**config.mk**
```make
export PLATFORM = sky130hd
export DESIGN_NAME = arbiter_rr_8_flat
export DESIGN_NICKNAME = d
export VERILOG_FILES = /design/src/rtl/arbiter_rr_8_pkg.sv /design/src/rtl/arbiter_rr_8_if.sv /design/src/rtl/arbiter_rr_8_rr_pick.sv /design/src/rtl/arbiter_rr_8.sv /design/src/flat_wrapper.sv
export SDC_FILE = /design/constraint.sdc
export NUM_CORES = 1
export LEC_CHECK = 0
export ABC_CLOCK_PERIOD_IN_PS = 3800
export BUFFER_PORTS_ARGS = -buffer_cell sky130_fd_sc_hd__buf_4
export CAP_MARGIN = 40
export CORE_ASPECT_RATIO = 2
export CORE_MARGIN = 2
export CORE_UTILIZATION = 54
export CTS_BUF_LIST = sky130_fd_sc_hd__clkbuf_2 sky130_fd_sc_hd__clkbuf_4 sky130_fd_sc_hd__clkbuf_8
export CTS_CLUSTER_DIAMETER = 50
export DETAILED_ROUTE_END_ITERATION = 12
export PLACE_DENSITY = 0.79
export SYNTH_ARGS = -nofsm -noshare
export SYNTH_HDL_FRONTEND = slang
export SYNTH_SLANG_ARGS = --single-unit
```
**constraint.sdc**
```tcl
create_clock -name clk -period 3.8 [get_ports clk]
set_clock_uncertainty 0.2 [all_clocks]
set_input_delay 0.57 -clock clk [delete_from_list [all_inputs] [get_ports clk]]
set_output_delay 0.57 -clock clk [all_outputs]
set_load 0.02 [all_outputs]
```
**src/rtl/arbiter_rr_8_pkg.sv**
```systemverilog
// arb_pkg: shared types and sizing for the 8-way round-robin arbiter.
package arb_pkg;
  localparam int N_REQ = 8;
  localparam int PTR_W = 3;
  localparam int WDOG_LIMIT = 16;
  typedef enum logic {IDLE, GRANT} state_t;
endpackage

```
**src/rtl/arbiter_rr_8_if.sv**
```systemverilog
// arbiter_rr_8_if: request/grant bundle; master = requesters, slave = arbiter.
interface arbiter_rr_8_if;
  import arb_pkg::*;
  logic [N_REQ-1:0] req;
  logic gnt_ack;
  logic [N_REQ-1:0] gnt;
  logic gnt_valid;
  logic timeout;
  modport master(output req, gnt_ack, input gnt, gnt_valid, timeout);
  modport slave(input req, gnt_ack, output gnt, gnt_valid, timeout);
endinterface

```
**src/rtl/arbiter_rr_8_rr_pick.sv**
```systemverilog
// rr_pick: first set request at or above ptr, wrapping, as one-hot and index.
module rr_pick
  import arb_pkg::*;
(
  input  logic [N_REQ-1:0] req,
  input  logic [PTR_W-1:0] ptr,
  output logic [N_REQ-1:0] pick,
  output logic [PTR_W-1:0] idx,
  output logic             any
);
  always_comb begin
    idx = ptr;
    for (int i = N_REQ - 1; i >= 0; i--)
      if (req[ptr + PTR_W'(i)]) idx = ptr + PTR_W'(i);
    any = |req;
    pick = any ? N_REQ'(1) << idx : '0;
  end
endmodule

```
**src/rtl/arbiter_rr_8.sv**
```systemverilog
// arbiter_rr_8: 8-way round-robin arbiter holding each grant until acked.
// Optional grant watchdog enabled by defining ARB_WATCHDOG_EN.
module arbiter_rr_8
  import arb_pkg::*;
(
  input logic clk,
  input logic rst_n,
  arbiter_rr_8_if.slave bus
);
  state_t state, state_nx;
  logic [PTR_W-1:0] ptr, idx_r, pick_idx;
  logic [N_REQ-1:0] gnt_r, pick;
  logic any, rel;
  rr_pick u_pick (.req(bus.req), .ptr(ptr), .pick(pick), .idx(pick_idx), .any(any));
`ifdef ARB_WATCHDOG_EN
  logic [3:0] cnt;
  logic expire, timeout_r;
  // ack on the final cycle takes priority over expiry
  assign expire = state == GRANT && !bus.gnt_ack && cnt == 4'(WDOG_LIMIT - 1);
  assign rel = state == GRANT && (bus.gnt_ack || expire);
  always_ff @(posedge clk) begin
    if (!rst_n) begin
      cnt <= '0;
      timeout_r <= 1'b0;
    end else begin
      cnt <= state == GRANT ? cnt + 4'd1 : '0;
      timeout_r <= expire;
    end
  end
`else
  assign rel = state == GRANT && bus.gnt_ack;
`endif
  always_ff @(posedge clk) begin
    if (!rst_n) begin
      state <= IDLE;
      ptr <= '0;
      idx_r <= '0;
      gnt_r <= '0;
    end else begin
      state <= state_nx;
      if (state == IDLE && any) begin
        gnt_r <= pick;
        idx_r <= pick_idx;
      end else if (rel) begin
        gnt_r <= '0;
        ptr <= idx_r + PTR_W'(1);
      end
    end
  end
  always_comb state_nx = rel ? IDLE : (state == IDLE && any) ? GRANT : state;
  always_comb begin
    bus.gnt = gnt_r;
    bus.gnt_valid = state == GRANT;
`ifdef ARB_WATCHDOG_EN
    bus.timeout = timeout_r;
`else
    bus.timeout = 1'b0;
`endif
  end
endmodule

```
**src/flat_wrapper.sv**
```systemverilog
// flat-port wrapper written by rule: the top's interface ports become plain ports
module arbiter_rr_8_flat import arb_pkg::*;
  (clk, rst_n, bus_req, bus_gnt_ack, bus_gnt, bus_gnt_valid, bus_timeout);
  arbiter_rr_8_if bus_i ();
  input logic clk;
  input logic rst_n;
  input wire logic [$bits(bus_i.req)-1:0] bus_req;
  input wire logic [$bits(bus_i.gnt_ack)-1:0] bus_gnt_ack;
  output wire logic [$bits(bus_i.gnt)-1:0] bus_gnt;
  output wire logic [$bits(bus_i.gnt_valid)-1:0] bus_gnt_valid;
  output wire logic [$bits(bus_i.timeout)-1:0] bus_timeout;
  assign bus_i.req = bus_req;
  assign bus_i.gnt_ack = bus_gnt_ack;
  assign bus_gnt = bus_i.gnt;
  assign bus_gnt_valid = bus_i.gnt_valid;
  assign bus_timeout = bus_i.timeout;
  arbiter_rr_8 u_core (.clk(clk), .rst_n(rst_n), .bus(bus_i));
endmodule
```
==> flow_summary.toml <==
[status]
status = "finished, final reports clean"

[worst_setup_path]
crit_fanout = 7
worstSetupPathType = "reg -> reg"
required_ns = 3.72
worstPathArrival_ns = 3.28
end_kind = "register"
startpoint_type = "register"

[sta]
slew_headroom_pct = 58.8
setup_tns_ns = 0
finalMaxSlewViolations = 0
period_needed_ns = 3.36
finalSetupViolations = 0
max_freq_ghz = 0.298
tightest_slew_ns = 0.617
hold_viol_final = 0
setup_slack_ns = 0.444
finalCritPeriodShare_pct = 88.3
rsz0062_at_grt = "false"

[die]
coreArea_um2 = 2700
die_h_um = 78.5
io_pins = 21
die_w_um = 41.2
die-area_um2 = 3240
start_util_pct = 55.4
fp-row-count = 27

[clock_tree]
clkLatencyLatePin_ns = 0.25
cts.sinks = 15
cts.clk_slew.worst_paths_ns = 0.06
ctsResizeCount = 0
cts_buffers = 3
cts_max_level = 1
cts.hold.buffers_added = 0
cts_buffer_depth = 2
post_cts.repair.setup_buffers = 0
cts_tree = "yes"
clockRootBuffer = "clkbuf_8"

[yosys]
synth-async-reset-ratio_pct = 0
synth.distinct_cells = 50
synth_area_um2 = 1500
synth_cells = 161
synth_top_area_share_pct = 20.1
yosys.area.top_type = "dfxtp_1"
yosysMostFrequentCell = "nand2_1"
synthTopCellsByArea = "dfxtp_1 (20%), mux4_2 (12%), mux4_1 (7.0%), mux2_2 (6.8%), nand2_1 (5.3%)"
syn_avg_cell_area_um2 = 9.30
yosys_register_bits = 15
synthFlopType = "dfxtp_1"
yosysWarnings = 0
synth_edf_count = 0
syn-num-nets = 175
synth_commonest_cells = "nand2_1 (21), dfxtp_1 (15), a21oi_1 (11)"
yosysSeqAreaShare_pct = 20.1

[layout]
final_core_util_pct = 63.2
fillCellCount = 236
nets = 196
areaGrowthSynthToFinish_pct = 14.0
drive_above_1_share_pct = 27.6
antenna_cells = 0

[detailed_routing]
drt_pass1_iterations = 4
drcViolationCount = 0
routed_wl_um = 3830
num_vias = 1423
ant_nets = 0
routedWlPerCell_um = 18.2
drt_iter0_drc = 54
vias_per_cell = 6.78

[global_routing]
antenna_found_initial = 0
grt_pass1_vias = 1313
track_usage_pct = 26.3
overflow = 0
grt_pass1_wl_um = 6040
grt_start_max_net_pins = 22

[power]
leakagePower_nw = 0.662
total_power_w = 0.000594
switchingPower_w = 0.000217
clockPowerShare_pct = 22.5
powerDensity_nw_per_um2 = 348
internal-power_w = 0.000377
peakVddDrop_mv = 0.315
sw_frac_of_total_pct = 36.6
sequentialPowerShare_pct = 30.9
comb_power_share_pct = 46.6

[worst_hold_path]
hp-class = "reg -> reg"

[placement]
place_ws_ns = 0.529
io_buffers = 19
dp_hpwl_um = 3010
gp_congestion = 0.849

[job]
cap_violations = 0
[state kept, by name (all words and copies together) (netlist names)]
signal	count
u_core.ptr	3
u_core.bus.gnt	8
u_core.bus.gnt_valid	1
u_core.idx_r	3
[placed cells by master, fill, tap and decap left out, drive strengths merged, types with 3 or more instances in the layout]
| cell type | instances |
|---|---|
| a211oi | 4 |
| a21oi | 11 |
| a221oi | 3 |
| buf | 23 |
| clkbuf | 4 |
| dfxtp | 15 |
| ha | 3 |
| inv | 5 |
| mux2 | 10 |
| mux2i | 6 |
| mux4 | 12 |
| nand2 | 21 |
| nor2 | 9 |
| nor3 | 3 |
| o31ai | 4 |
| o41ai | 4 |
[path summary, 6_finish.rpt]
| kind | from | slack, ns | endpoint | cells past startpoint |
|---|---|---|---|---|
| worst max-delay path | u_core.ptr[1] | 0.44 | u_core.bus.gnt[4] | 8 |
| worst min-delay path | u_core.bus.gnt[3] | 0.25 | u_core.bus.gnt[3] | 2 |
| worst max register to register | u_core.ptr[1] | 0.44 | u_core.bus.gnt[4] | 8 |
| worst min register to register | u_core.bus.gnt[3] | 0.25 | u_core.bus.gnt[3] | 2 |
[worst max-delay path, cell delays in order, from the launching register on]
cell and delay (ns):
dfxtp_1 0.33, clkinv_1 0.08, ha_1 0.43, mux2_2 0.38, mux4_2 0.53, nor4bb_1 0.17, a2111oi_1 0.46, nand3_1 0.22
o41ai_1 0.43
[stage by stage]
| step | std cells | hold slack [ns] | instance area [um2] |
|---|---|---|---|
| 2_1_floorplan | 161 | 0.254 | 1500 |
| 3_3_place_gp | 206 | 0.237 | 1660 |
| 3_5_place_dp | 206 | 0.245 | 1660 |
| 4_1_cts | 210 | 0.258 | 1710 |
| 5_1_grt | 210 | 0.280 | 1710 |
| 6_report | 210 | 0.254 | 1710 |
[power by group through the flow]
stage | Sequential, W | Combinational [W] | Clock [W]
2_1_floorplan | 0.000193 | 0.000196 | 0
3_3_place_gp | 0.000186 | 0.000265 | 0
3_5_place_dp | 0.000187 | 0.000273 | 0
4_1_cts | 0.000183 | 0.000275 | 0.000138
5_1_grt | 0.000185 | 0.000300 | 0.000143
6_report | 0.000184 | 0.000277 | 0.000134
[cell families (layout without fill, tap and decap cells)]
family                     count (synthesis)  in the layout  synth area share (%)
adders and majority gates                  3              3                  2.51
buffers and inverters                     14             34                  4.93
DFF                                       15             15                  20.1
and+or+nand+nor                           50             50                  16.2
muxes                                     28             28                  30.8
xor gates and xnor gates                   3              3                  1.75
AOI/OAI and AO/OA                         47             47                  23.5
other                                      1              1                 0.250
[area by class of cell]
| class | instances | area (um2) | share of cell area (%) |
|---|---|---|---|
| multi-input combinational | 132 | 1120 | 65.8 |
| sequential | 15 | 300 | 17.6 |
| timing repair buffer | 23 | 173 | 10.1 |
| tap | 29 | 36.3 | 2.12 |
| clock buffer | 4 | 48.8 | 2.86 |
| inverter | 7 | 26.3 | 1.54 |
[metal layers]
layer	vias up	global-route usage, %	wire length (um)	part of all wire (%)
met2	46	48.6	2250	59
li1	678	-	-	-
met4	0	9.03	82	2.1
met1	691	27.9	1380	36
met3	8	1.69	116	3.0
met5	-	0	0	0
Power figures use the tool's default switching activity.
